File: src/rtl/stopwatch_pkg.sv
// Shared definitions for the stopwatch timebase.
//   - default timebase parameters (stage-0 width/divisor, stage-1 width/modulus)
//   - mod_sel_e : how a mod_cnt instance obtains its modulus
//   - tb_ctrl_t : grouped control inputs {run, clr, div_load}
package stopwatch_pkg;

  localparam int unsigned CNT_W_DEF = 25;
  localparam int unsigned DIV_DEF   = 25;
  localparam int unsigned SUB_W_DEF = 7;
  localparam int unsigned SUB_DEF   = 100;

  typedef enum logic {
    MOD_RUNTIME = 1'b0,  // modulus taken from the i_mod port
    MOD_CONST   = 1'b1   // modulus fixed by the MOD parameter
  } mod_sel_e;

  typedef struct packed {
    logic run;
    logic clr;
    logic div_load;
  } tb_ctrl_t;

endpackage

File: src/rtl/mod_cnt.sv
// Enable-driven modulo counter with synchronous clear and a registered wrap pulse.
// Ports:
//   i_clk, i_rst_n : clock, asynchronous active-low reset
//   i_en           : advance the count this cycle
//   i_clr          : synchronous clear of count and pulse (beats i_en)
//   i_mod          : runtime modulus (used only when MODE == MOD_RUNTIME, must be >= 1)
//   o_wrap         : count currently sits at modulus-1 (combinational, internal use)
//   o_cnt          : registered count, 0 .. modulus-1
//   o_pulse        : registered one-cycle pulse on the edge where the count wraps
module mod_cnt
  import stopwatch_pkg::*;
#(
  parameter int unsigned W    = 8,
  parameter mod_sel_e    MODE = MOD_CONST,
  parameter int unsigned MOD  = 2
) (
  input  logic         i_clk,
  input  logic         i_rst_n,
  input  logic         i_en,
  input  logic         i_clr,
  input  logic [W-1:0] i_mod,
  output logic         o_wrap,
  output logic [W-1:0] o_cnt,
  output logic         o_pulse
);

  logic [W-1:0] w_last;
  logic [W-1:0] r_cnt;
  logic         r_pulse;

  generate
    if (MODE == MOD_RUNTIME) begin : g_runtime
      assign w_last = i_mod - W'(1);
    end else begin : g_const
      assign w_last = W'(MOD - 1);
      logic w_unused_mod;
      assign w_unused_mod = ^i_mod;
    end
  endgenerate

  assign o_wrap = (r_cnt == w_last);

  always_ff @(posedge i_clk or negedge i_rst_n) begin
    if (!i_rst_n) begin
      r_cnt   <= '0;
      r_pulse <= 1'b0;
    end else if (i_clr) begin
      r_cnt   <= '0;
      r_pulse <= 1'b0;
    end else if (i_en) begin
      if (o_wrap) begin
        r_cnt   <= '0;
        r_pulse <= 1'b1;
      end else begin
        r_cnt   <= r_cnt + W'(1);
        r_pulse <= 1'b0;
      end
    end else begin
      r_pulse <= 1'b0;
    end
  end

  assign o_cnt   = r_cnt;
  assign o_pulse = r_pulse;

endmodule

File: src/rtl/stopwatch_timebase.sv
// Two-stage stopwatch timebase: stage 0 divides sub_clk by the active divisor
// (tick, out_clk, cnt); stage 1 counts ticks modulo SUB (carry, sub_cnt).
// Configuration macro: TIMEBASE_DIV_LOAD_EN enables runtime divisor loading
// through div_in/div_load; without it the divisor is the constant DIV.
// Ports:
//   rst      : asynchronous active-low reset
//   sub_clk  : clock
//   run      : 1 = count, 0 = hold (tick/carry forced low)
//   clr      : synchronous clear of both stages and out_clk
//   div_in   : runtime divisor (0 loads as 1)
//   div_load : load div_in as the active divisor
//   tick     : one-cycle pulse every divisor-th enabled cycle
//   out_clk  : toggles on every tick
//   cnt      : stage-0 count
//   carry    : one-cycle pulse when stage 1 wraps
//   sub_cnt  : stage-1 count
module stopwatch_timebase
  import stopwatch_pkg::*;
#(
  parameter int unsigned CNT_W = CNT_W_DEF,
  parameter int unsigned DIV   = DIV_DEF,
  parameter int unsigned SUB_W = SUB_W_DEF,
  parameter int unsigned SUB   = SUB_DEF
) (
  input  logic             rst,
  input  logic             sub_clk,
  input  logic             run,
  input  logic             clr,
  input  logic [CNT_W-1:0] div_in,
  input  logic             div_load,
  output logic             tick,
  output logic             out_clk,
  output logic [CNT_W-1:0] cnt,
  output logic             carry,
  output logic [SUB_W-1:0] sub_cnt
);

  logic [CNT_W-1:0] w_div_q;
  logic             w_load;
  logic             w_wrap0;
  logic             w_adv;
  logic             w_unused_wrap1;
  logic             r_out_clk;

`ifdef TIMEBASE_DIV_LOAD_EN
  logic [CNT_W-1:0] r_div_q;

  always_ff @(posedge sub_clk or negedge rst) begin
    if (!rst) begin
      r_div_q <= CNT_W'(DIV);
    end else if (!clr && div_load) begin
      r_div_q <= (div_in == '0) ? CNT_W'(1) : div_in;
    end
  end

  assign w_div_q = r_div_q;
  assign w_load  = div_load & ~clr;
`else
  logic w_unused_div;
  assign w_unused_div = ^{div_in, div_load};
  assign w_div_q      = CNT_W'(DIV);
  assign w_load       = 1'b0;
`endif

  // A load restarts stage 0 but must leave stage 1 and out_clk untouched,
  // so it clears stage 0 and merely suppresses stage-1 advance.
  assign w_adv = run & ~w_load & w_wrap0;

  mod_cnt #(
    .W    (CNT_W),
    .MODE (MOD_RUNTIME),
    .MOD  (DIV)
  ) u_stage0 (
    .i_clk   (sub_clk),
    .i_rst_n (rst),
    .i_en    (run),
    .i_clr   (clr | w_load),
    .i_mod   (w_div_q),
    .o_wrap  (w_wrap0),
    .o_cnt   (cnt),
    .o_pulse (tick)
  );

  mod_cnt #(
    .W    (SUB_W),
    .MODE (MOD_CONST),
    .MOD  (SUB)
  ) u_stage1 (
    .i_clk   (sub_clk),
    .i_rst_n (rst),
    .i_en    (w_adv),
    .i_clr   (clr),
    .i_mod   ('0),
    .o_wrap  (w_unused_wrap1),
    .o_cnt   (sub_cnt),
    .o_pulse (carry)
  );

  always_ff @(posedge sub_clk or negedge rst) begin
    if (!rst) begin
      r_out_clk <= 1'b0;
    end else if (clr) begin
      r_out_clk <= 1'b0;
    end else if (w_adv) begin
      r_out_clk <= ~r_out_clk;
    end
  end

  assign out_clk = r_out_clk;

endmodule

File: config.mk
export PLATFORM = sky130hd
export DESIGN_NAME = stopwatch_timebase
export DESIGN_NICKNAME = d
export VERILOG_FILES = /design/src/rtl/stopwatch_pkg.sv /design/src/rtl/mod_cnt.sv /design/src/rtl/stopwatch_timebase.sv
export SDC_FILE = /design/constraint.sdc
export NUM_CORES = 1
export LEC_CHECK = 0
export BUFFER_PORTS_ARGS = -buffer_cell sky130_fd_sc_hd__buf_2
export CAP_MARGIN = 40
export CORE_MARGIN = 2
export CORE_UTILIZATION = 50
export CTS_CLUSTER_DIAMETER = 50
export DETAILED_ROUTE_END_ITERATION = 8
export GPL_TIMING_DRIVEN = 1
export PLACE_DENSITY_LB_ADDON = 0.1
export SETUP_SLACK_MARGIN = 0.15
export SLEW_MARGIN = 10
export SYNTH_ARGS = -nofsm -noshare
export SYNTH_HDL_FRONTEND = slang
export SYNTH_SLANG_ARGS = --single-unit
export TNS_END_PERCENT = 10
File: constraint.sdc
create_clock -name sub_clk -period 4 [get_ports sub_clk]
set_input_delay 0.2 -clock sub_clk [delete_from_list [all_inputs] [get_ports sub_clk]]
set_output_delay 0.2 -clock sub_clk [all_outputs]
set_load 0.01 [all_outputs]
; ---- Yosys cells after proc, flatten, opt, wreduce, memory -nomap -nowiden
; Index checks and enable logic that the tools add are counted.
[totals]
reg_bits = 35
inputBits = 30
out_inout_bits = 35
wordCells = 27
[op_classes]
n_addsub = 2
eq_ne = 2
n_mux = 14
bitwise = 2
reduce_logical = 2
[ops]
columns = operator, count
row1 = $mux 25, 3
row2 = $add 25x1->25 const B, 1
row3 = $eq 25x5->1 const B, 1
row4 = $mux 7, 3
row5 = $mux 1, 8
row6 = $add 7x1->7 const B, 1
row7 = $eq 7x7->1 const B, 1
row8 = $reduce_bool 2->1, 2
row9 = $and 1x1->1, 1
row10 = $not 1->1, 1

; ---- Logic depth before layout (Yosys ltp)
; Gate-level depths: netlist (run 1).
[depth]
depth_word = 4
ltp_mapped = 8

; ---- By module
; A second synthesis (run 1) with hierarchy kept.
[hier_totals]
hier_cells = 332
hier_area_um2 = 2808.9
[modules_own_cells]
columns = module, n_inst, cells_per_inst, area_each_um2, seq_area_each_um2
row1 = mod_cnt at u_stage0, 1, 280, 2306.0, 650.6
row2 = mod_cnt at u_stage1, 1, 45, 436.7, 200.2
row3 = stopwatch_timebase, 1, 7, 66.3, 25.0

; ---- Least setup slack after synthesis (run 1)
; No wires, ideal clock.
[synth_path]
path_kind = flip-flop to flip-flop
startpoint = register u_stage0.r_cnt[0] (netlist: u_stage0.o_cnt[0])
endpoint = register u_stage1.r_cnt[5] (netlist: u_stage1.o_cnt[5])
arrival_time_ns = 2.150
slack_ns = 1.769
stages_incl_launch_ff = 8
path_buffers = 0
cell_sequence = dfrtp_1 inv_1 ha_1 nor4b_2 nand4_2 or4_4 or4_4 o211ai_2
[synth_between]
elab_chain_len = 3
[synth_rtl]
columns = element, line_no
row1 = from (decl), mod_cnt.sv:28  ; logic [W-1:0] r_cnt;
row2 = from (signal assigned), mod_cnt.sv:55  ; r_cnt <= r_cnt + W'(1);
row3 = $eq 25x5->1, mod_cnt.sv:41  ; assign o_wrap = (r_cnt == w_last);
row4 = $and 1x1->1, stopwatch_timebase.sv:67  ; assign w_adv = run & ~w_load & w_wrap0;
row5 = $reduce_bool 2->1 (no source line), --
row6 = to (signal assigned), mod_cnt.sv:55
row7 = to (decl), mod_cnt.sv:28
; No other way between the ends.
; A chain may end at the register's enable or synchronous reset.

; ---- Worst setup path after layout (run 1)
[layout_path]
startpoint = register u_stage0.r_cnt[16] (netlist: u_stage0.o_cnt[16])
endpoint = register r_out_clk (netlist: out_clk)
[layout_between]
elab_chain_len = 3
[layout_rtl]
columns = element, line_no
row1 = $eq 25x5->1, mod_cnt.sv:41
row2 = $and 1x1->1, stopwatch_timebase.sv:67
row3 = $reduce_bool 2->1 (no source line), --
row4 = to (signal assigned), stopwatch_timebase.sv:105  ; r_out_clk <= ~r_out_clk;
row5 = to (decl), stopwatch_timebase.sv:43  ; logic r_out_clk;
; No other way between the ends.

==> results.md, run 1 <==
* Status: finished, violations left
* Failing checks: hold timing
* Setup Skew at 0.00735 ns
* Layout cell share with drive strength beyond 1 at 24.2%
* Initial DRC Count at 92
* Transition time of the tightest slew-check pin at 0.770 ns
* Prevailing post-synth register cell: dfrtp_1
* PostCTS Resize Cnt at 0
* Synth Cell Area at 0.00190 mm^2
* Final Cycle Share at 62.7%
* CTS tree: done
* CTS sink cnt at 35
* RSZ-0062 raised after global routing: false
* Fin. Hold Viols at 27
* Yosys top cell area share at 46.1%
* WL/cell at 13.9 um
* Initial Util at 51.9%
* Syn. warnings at 0
* # fillers at 336
* EDFF count, synth at 0
* HP Class: in2async
* CTS H-tree depth at 2
* Clk buf depth at 2
* Peak supply drop at 130 uV
* Row count at 22
* Max Fanout on Critical Path at 22
* Setup Viol. Count Final at 0
* Routed WL at 3.99 mm
* Synth-to-layout area growth at 15.9%
* Die area at 0.00431 mm^2
* Crit path DAT at 2.63 ns
* Vias/cell at 5.58
* Vias at 1,608
* Setup TNS Final at 0 ns
* Ranking of synthesized cells by area: dfrtp_1, nor2_1, xor2_1, nand3_1, xnor2_1
* Grt total ovfl at 0
* Maxcap violations at 0
* Worst EP required at 4.12 ns
* Inserted Clock Buffers at 5
* Async S/R FF share, synth at 100%
* Largest net degree at the start of global routing at 36
* WS Path Type: reg2reg
* Commonest cells in the netlist: dfrtp_1, nor2_1, nand3_1
* Max Fclk at 0.399 GHz
* Chip height at 65.7 um
* Detail Placement HPWL at 2.86 mm
* Number of global-route vias before repair at 1,429
* Final Max Slew Viols at 0
* Syn_area_per_cell at 9.56 um^2
* Synthesized net count at 232
* Die width at 65.7 um
* Power Density at 289 mW/mm^2
* Crit path time final at 2.51 ns
* Synth cell types at 40
* I/O pin total at 65
* DR pass1 iterations at 4
* Clock transition at path regs at 0.07 ns
* Synth Instances at 199
* Synthesized flop and latch total at 35
* Final RePlAce weighted congestion at 0.785
* Setup WS pre-CTS at 1.49 ns
* Initial antenna violation count at 0
* Sequential share of the synthesized area at 46.1%
* Residual DRC at 0
* Core area at 0.00366 mm^2
* Post-CTS Hold Buffers at 0
* First-pass GRT wire length at 6.91 mm
* # diodes at 0
* Max_slew headroom at 48.6%
* All-Layer GR Usage at 21.1%
* Critical Path End Type: register
* Clock Latency Late Sink at 0.28 ns
* PortBufs at 38
* Worst setup margin at 1.49 ns
* WHS at -0.00723 ns
* Startpoint types: register
* Detail Route Antenna Nets at 0
* Post-layout net count at 272
* CTS root buffer: clkbuf_8
* Pleak at 1.06 nW
* Area leader, netlist: dfrtp_1
* Post-CTS Setup Repair Bufs at 0
## cell families (layout without fill, tap and decap cells)
family / after synthesis / count (layout) / synth area share [%]
AOI/OAI and AO/OA: 23 / 23 / 8.55
DFF: 35 / 35 / 46.1
and+or+nand+nor: 105 / 105 / 30.7
muxes: 1 / 1 / 0.526
buffers and inverters: 12 / 53 / 2.96
adders and majority gates: 3 / 3 / 1.97
xor gates and xnor gates: 20 / 20 / 9.21
## final timing paths
path                                                start                             end  slack [ns]  cells past startpoint
setup reg to reg           u_stage0.o_cnt[16]$_DFFE_PN0P_             out_clk$_DFFE_PN0P_        1.49                      5
hold / removal                                        rst   u_stage1.o_cnt[6]$_DFFE_PN0P_      -0.007                      1
min in group sub_clk                                  clr   u_stage1.o_cnt[2]$_DFFE_PN0P_        0.19                      2
setup / recovery           u_stage0.o_cnt[16]$_DFFE_PN0P_             out_clk$_DFFE_PN0P_        1.49                      5
max in group asynchronous                             rst  u_stage0.o_cnt[15]$_DFFE_PN0P_        3.52                      1
hold reg to reg                       out_clk$_DFFE_PN0P_             out_clk$_DFFE_PN0P_        0.46                      1
## power breakdown
group          total (mW)  internal, mW  switching, mW
Clock               0.242         0.122          0.120
Sequential          0.359         0.356        0.00323
Combinational      0.0349       0.00996         0.0249
Total               0.636         0.488          0.148
## placed cells by master, fill, tap and decap left out, types with 6 or more instances in the layout
| master | instances |
|---|---|
| buf_2 | 38 |
| nor2_1 | 35 |
| dfrtp_1 | 35 |
| nand3_1 | 15 |
| nand2_1 | 12 |
| xor2_1 | 12 |
| nand4_1 | 10 |
| xnor2_1 | 8 |
| inv_1 | 7 |
| o21ai_0 | 6 |
## critical path, stage by stage (launching register included)
cell and delay [ns]:
dfrtp_1 0.41, or4_4 0.56, or3_4 0.40, nor2_1 0.19, a21o_1 0.63, mux2i_1 0.15
## sequential cells by signal, summed over array words and instances (netlist names)
register          cells
out_clk               1
u_stage0.o_cnt       25
u_stage0.o_pulse      1
u_stage1.o_cnt        7
u_stage1.o_pulse      1
## layout make-up
cell class	instances	area [um^2]	share of cell area, %
well taps	48	60.1	2.73
clock inverters	1	5.00	0.227
inverters	7	26.3	1.19
clock buffers	7	76.3	3.46
repair buffers	38	190	8.63
flip-flops and latches	35	876	39.8
multi-input cells	152	970	44.0
## through the flow
step                      hold slack (ns)  instance area (um^2)  power, mW  utilization (%)  std cells
final                            -0.00723                  2200      0.636             60.2        288
after global routing               0.0589                  2200      0.666             60.2        288
after CTS                          0.0180                  2200      0.646             60.2        288
after detailed placement            0.329                  2120      0.402             58.0        280
after global placement              0.324                  2120      0.402             58.0        280
after floorplan                   -0.0956                  1900      0.387                -        199
## metal layers
layer / wire, um / track usage (%)
met1: 1870 / 28.8
met3: 225 / 5.48
met5: 0 / 0
met2: 1850 / 33.0
met4: 45 / 6.25
No activity file was read; power rests on OpenSTA's default activity.
==> inputs of run 2 (changes only) <==
Settings changed: CORE_UTILIZATION 50 to 45.
Clock period 4 ns to 2.3 ns, I/O delays scaled along.
==> run 2 against run 1 <==
Net effect:
- the run now ends clean
- core utilization is 1.2 points lower
- clock skew shrank 0.0015 ns
- clock power increased by 80%
- flip-flop and latch count unchanged
- hold slack improved by 0.089 ns
- sequential share of layout area decreased by 2.8 points
- largest power group unchanged
- highest routed layer unchanged
==> results.md, run 2 (synthesized netlist as in run 1, its figures left out) <==
* Crit Reg-Reg Endpoint: u_stage1.o_cnt[5]$_DFFE_PN0P_
* Final Max Slew Viols at 0
* Pleak at 1.17 nW
* Detail Placement HPWL at 3.13 mm
* Max Fclk at 0.477 GHz
* Die width at 69.0 um
* WL/cell at 14.7 um
* WS Path Type: reg2reg
* Row count at 23
* Peak supply drop at 274 uV
* Number of global-route vias before repair at 1,560
* Register-to-Register Path Depth at 7
* Met3 routed WL at 218 um
* DR pass1 iterations at 4
* Setup Skew at 0.00581 ns
* Worst EP required at 2.51 ns
* Wl on met1 at 2.10 mm
* CTS sink cnt at 35
* Slowest cell on the critical path: or4_4
* Largest net degree at the start of global routing at 36
* Setup WS pre-CTS at 0.128 ns
* PortBufs at 38
* Hold path endpoint: u_stage1.o_cnt[2]$_DFFE_PN0P_
* Worst setup margin at 0.201 ns
* Clk buf depth at 2
* Crit path time final at 2.10 ns
* Cell mode on critical path: or4_4
* # diodes at 0
* Initial DRC Count at 60
* CTS H-tree depth at 2
* Residual DRC at 0
* Number of flip-flops in the largest register at 25
* Initial Util at 47.2%
* # fillers at 366
* Worst reg-to-reg setup slack at 0.20 ns
* Clock Latency Late Sink at 0.29 ns
* Die area at 0.00476 mm^2
* Max_slew headroom at 47.0%
* Hold depth at 2
* WHS at 0.0816 ns
* Most frequent cells in the layout: buf_2, nor2_1, dfrtp_1, buf_4, nand3_1
* Vias/cell at 5.47
* Max Fanout on Critical Path at 4
* Final RePlAce weighted congestion at 0.765
* Final Cycle Share at 91.2%
* Top Layer Used: met4
* Maxcap violations at 0
* All-Layer GR Usage at 19.6%
* Critical Path End Type: register
* DR WL met2 at 2.18 mm
* Reg-to-reg startpoint: u_stage0.o_cnt[0]$_DFFE_PN0P_
* Routed WL at 4.56 mm
* HP Class: in2reg
* Cell Chain, Critical Path: inv_1 -> ha_1 -> nor4b_4 -> nand4_2 -> or4_4 -> or4_4 -> o211ai_2
* Fin. Hold Viols at 0
* Setup Viol. Count Final at 0
* Transition time of the tightest slew-check pin at 0.795 ns
* Detail Route Antenna Nets at 0
* Setup TNS Final at 0 ns
* CP max stage delay at 0.52 ns
* Hold Startpoint: clr
* Crit path DAT at 2.31 ns
* CTS tree: done
* Power Density at 483 mW/mm^2
* Initial antenna violation count at 0
* RSZ-0062 raised after global routing: true
* CTS root buffer: clkbuf_8
* Startpoint types: register
* Vias at 1,696
* Inserted Clock Buffers at 5
* Synth-to-layout area growth at 24.9%
* I/O pin total at 65
* Grt total ovfl at 0
* Post-layout net count at 292
* First-pass GRT wire length at 7.53 mm
* Clock transition at path regs at 0.07 ns
* Commonest non-fill, non-tap cell in the layout: buf_2
* Chip height at 69.0 um
* Layout cell share with drive strength beyond 1 at 30.4%
* Status: finished, final reports clean
* Core area at 0.00403 mm^2
run 2: how the worst max path moves through the flow:
| stage | startpoint | to | slack [ns] | depth (start not counted) |
|---|---|---|---|---|
| after floorplan | u_stage0.o_cnt[16]$_DFFE_PN0P_ | u_stage0.o_cnt[22]$_DFFE_PN0P_ | 0.12 | 6 |
| after global placement | u_stage0.o_cnt[16]$_DFFE_PN0P_ | u_stage0.o_cnt[18]$_DFFE_PN0P_ | 0.14 | 5 |
| after detailed placement | u_stage0.o_cnt[16]$_DFFE_PN0P_ | u_stage0.o_cnt[18]$_DFFE_PN0P_ | 0.13 | 5 |
| after CTS | u_stage0.o_cnt[16]$_DFFE_PN0P_ | u_stage1.o_cnt[5]$_DFFE_PN0P_ | 0.16 | 4 |
| after global routing | u_stage0.o_cnt[4]$_DFFE_PN0P_ | u_stage1.o_cnt[5]$_DFFE_PN0P_ | 0.12 | 5 |
| final | u_stage0.o_cnt[0]$_DFFE_PN0P_ | u_stage1.o_cnt[5]$_DFFE_PN0P_ | 0.20 | 7 |
run 2: metal layers:
layer | track usage (%) | up-vias
met5 | 0 | -
met1 | 25.9 | 815
li1 | - | 825
met4 | 6.54 | 0
met2 | 31.1 | 50
met3 | 5.56 | 6
run 2: report_power, final:
group          internal (mW)  switching (mW)
registers              0.619         0.00380
logic                 0.0361          0.0526
clock network          0.213           0.223
run 2: metrics by stage:
step / cell area, um^2 / total power [mW] / util [%] / instances
2_1_floorplan: 1900 / 0.673 / - / 199
3_3_place_gp: 2210 / 0.709 / 54.8 / 293
3_5_place_dp: 2210 / 0.709 / 54.8 / 293
4_1_cts: 2320 / 1.15 / 57.6 / 305
5_1_grt: 2370 / 1.20 / 58.9 / 310
6_report: 2370 / 1.15 / 58.9 / 310
run 2: final cells by class:
| class | instances | area, um^2 | area share, % |
|---|---|---|---|
| flip-flops and latches | 35 | 877 | 36.9 |
| clock buffers | 7 | 76.3 | 3.21 |
| multi-input cells | 152 | 985 | 41.5 |
| repair buffers | 58 | 343 | 14.4 |
| well taps | 50 | 62.6 | 2.63 |
| clock inverters | 1 | 5.00 | 0.211 |
| inverters | 7 | 26.3 | 1.11 |
run 2: what timing repair did:
action                                 in CTS  in global routing
setup endpoints to repair                   4                  8
pin swaps                                   2                  1
hold buffers                                1                  0
setup buffers                               3                  5
gates resized for setup                     1                  2
endpoints found under the hold margin      35                  0
run 2: worst max-delay path, delay by kind of cell, from the launching register on:
family	cells	cell delay, ns
compound gates	1	0.08
simple gates	4	1.28
fa+ha+maj	1	0.16
buf+inv	1	0.07
flops	1	0.44
==> inputs of run 3 (changes only) <==
Settings changed: CELL_PAD_IN_SITES_DETAIL_PLACEMENT set to 0, CELL_PAD_IN_SITES_GLOBAL_PLACEMENT set to 1, CORE_UTILIZATION 45 to 33.
==> run 3 against run 2 <==
Net effect:
- wire length grew 12%
- sequential share of layout area shrank 1.8 points
- first-iteration DRC count grew 27%
- flip-flop and latch count is the same
- non-clock buffer count grew 6
==> results.md, run 3 (synthesized netlist as in run 1, its figures left out) <==
* Status: finished, final reports clean
* Final Max Slew Viols at 0
* Peak supply drop at 194 uV
* Pleak at 1.22 nW
* Row count at 27
* Worst EP required at 2.52 ns
* Setup Viol. Count Final at 0
* Max Fclk at 0.482 GHz
* CP max stage delay at 0.54 ns
* Worst reg-to-reg setup slack at 0.22 ns
* Clock transition at path regs at 0.07 ns
* Crit path DAT at 2.29 ns
* Routed WL at 5.11 mm
* Crit path time final at 2.08 ns
* Commonest non-fill, non-tap cell in the layout: buf_2
* Residual DRC at 0
* Largest net degree at the start of global routing at 23
* Chip height at 79.9 um
* Detail Placement HPWL at 3.76 mm
* # fillers at 604
* HP Class: in2reg
* Max_slew headroom at 71.8%
* I/O pin total at 65
* Core area at 0.00554 mm^2
* Detail Route Antenna Nets at 0
* Register-to-Register Path Depth at 4
* Die width at 79.9 um
* Util after Layout at 45.1%
* Number of global-route vias before repair at 1,746
* WS Path Type: reg2reg
* DR pass1 iterations at 4
* Fin. Hold Viols at 0
* Final RePlAce weighted congestion at 0.762
* Setup TNS Final at 0 ns
* Crit Reg-Reg Endpoint: u_stage1.o_cnt[5]$_DFFE_PN0P_
* Startpoint types: register
* CTS root buffer: clkbuf_8
* RSZ-0062 raised after global routing: true
* Power Density at 487 mW/mm^2
* Initial Util at 34.3%
* Cell mode on critical path: or4_4
* CTS H-tree depth at 2
* Die area at 0.00639 mm^2
* Reg-to-reg startpoint: u_stage0.o_cnt[13]$_DFFE_PN0P_
* Cell Chain, Critical Path: or4_4 -> or4_4 -> or4_4 -> o211ai_2
* Inserted Clock Buffers at 5
* WL/cell at 15.1 um
* Max Fanout on Critical Path at 2
* Vias at 1,721
* Largest delay share family, worst path: simple AND/OR/NAND/NOR gates
* CTS tree: done
* Number of flip-flops in the largest register at 25
* Grt total ovfl at 0
* Hold Startpoint: clr
* Clk buf depth at 2
* Slowest cell on the critical path: or4_4
* PortBufs at 38
* Vias/cell at 5.09
* Layout cell share with drive strength beyond 1 at 32.7%
* Synth-to-layout area growth at 31.3%
* Critical Path End Type: register
* Initial DRC Count at 76
* Initial antenna violation count at 0
* All-Layer GR Usage at 17.8%
* Setup Skew at 0.00647 ns
* CTS sink cnt at 35
* Transition time of the tightest slew-check pin at 0.421 ns
* Maxcap violations at 0
* Hold path endpoint: u_stage1.o_cnt[2]$_DFFE_PN0P_
* First-pass GRT wire length at 8.63 mm
* Most frequent cells in the layout: buf_2, nor2_1, dfrtp_1, buf_4, nand3_1
* Worst path bufs/invs at 0
* Clock Latency Late Sink at 0.29 ns
* Tot Pwr at 1.22 mW
* Crit path launch: u_stage0.o_cnt[13]$_DFFE_PN0P_
* Hold depth at 3
* # diodes at 0
* WHS at 0.153 ns
* Final Cycle Share at 90.3%
* Post-layout net count at 298
[run 3: changes by cell type in the layout (fill, tap and decap cells not counted)]
cell and delta:
buf_4 +5, clkbuf_8 +2, buf_16 +1, clkbuf_1 -1, clkinv_2 -1, nor2_1 -1
nor2_2 +1, nor4_2 -1, nor4_4 +1
[run 3: power breakdown]
part / internal (mW) / leakage [nW] / switching (mW)
clock: 0.274 / 0.0515 / 0.225
combinational: 0.0388 / 0.682 / 0.0541
sequential: 0.619 / 0.486 / 0.00478
[run 3: tightest hold or removal path, cell delays in order]
cell	delay [ns]
buf_2	0.09
buf_4	0.15
a21oi_1	0.05
[run 3: repair_timing]
action,4_1_cts,5_1_grt
setup buffers,1,1
pin swaps,2,2
resized for setup,2,3
hold endpoints to repair,13,0
setup endpoints to repair,4,24
hold buffers,1,0
[run 3: routing by layer]
layer	wire, um	GRT usage (%)	vias up
li1	-	-	846
met1	2470	24.7	838
met2	2400	27.8	31
met3	174	3.73	6
met4	65	5.42	0
met5	0	0	-
[run 3: final cells by class]
| cell class | count | area [um^2] | area share (%) |
|---|---|---|---|
| sequential | 35 | 877 | 35.1 |
| multi-input combinational | 152 | 996 | 39.9 |
| tap | 72 | 90.1 | 3.61 |
| clock buffer | 8 | 100 | 4.01 |
| timing repair buffer | 64 | 408 | 16.3 |
| inverter | 7 | 26.3 | 1.05 |
[run 3: worst max-delay path by stage]
stage	to	slack [ns]	cells after the start
finish	u_stage1.o_cnt[5]$_DFFE_PN0P_	0.22	4
global route	u_stage1.o_cnt[5]$_DFFE_PN0P_	0.13	7
CTS	u_stage1.o_cnt[5]$_DFFE_PN0P_	0.16	4
detailed placement	u_stage0.o_cnt[22]$_DFFE_PN0P_	0.11	5
global placement	u_stage0.o_cnt[22]$_DFFE_PN0P_	0.12	5
floorplan	u_stage0.o_cnt[22]$_DFFE_PN0P_	0.12	6
[run 3: per-stage QoR]
step | instance area, um^2 | cells | setup slack, ns
2_1_floorplan | 1900 | 199 | 0.119
6_report | 2500 | 338 | 0.224
3_3_place_gp | 2320 | 326 | 0.123
3_5_place_dp | 2350 | 327 | 0.113
4_1_cts | 2470 | 337 | 0.157
5_1_grt | 2500 | 338 | 0.127
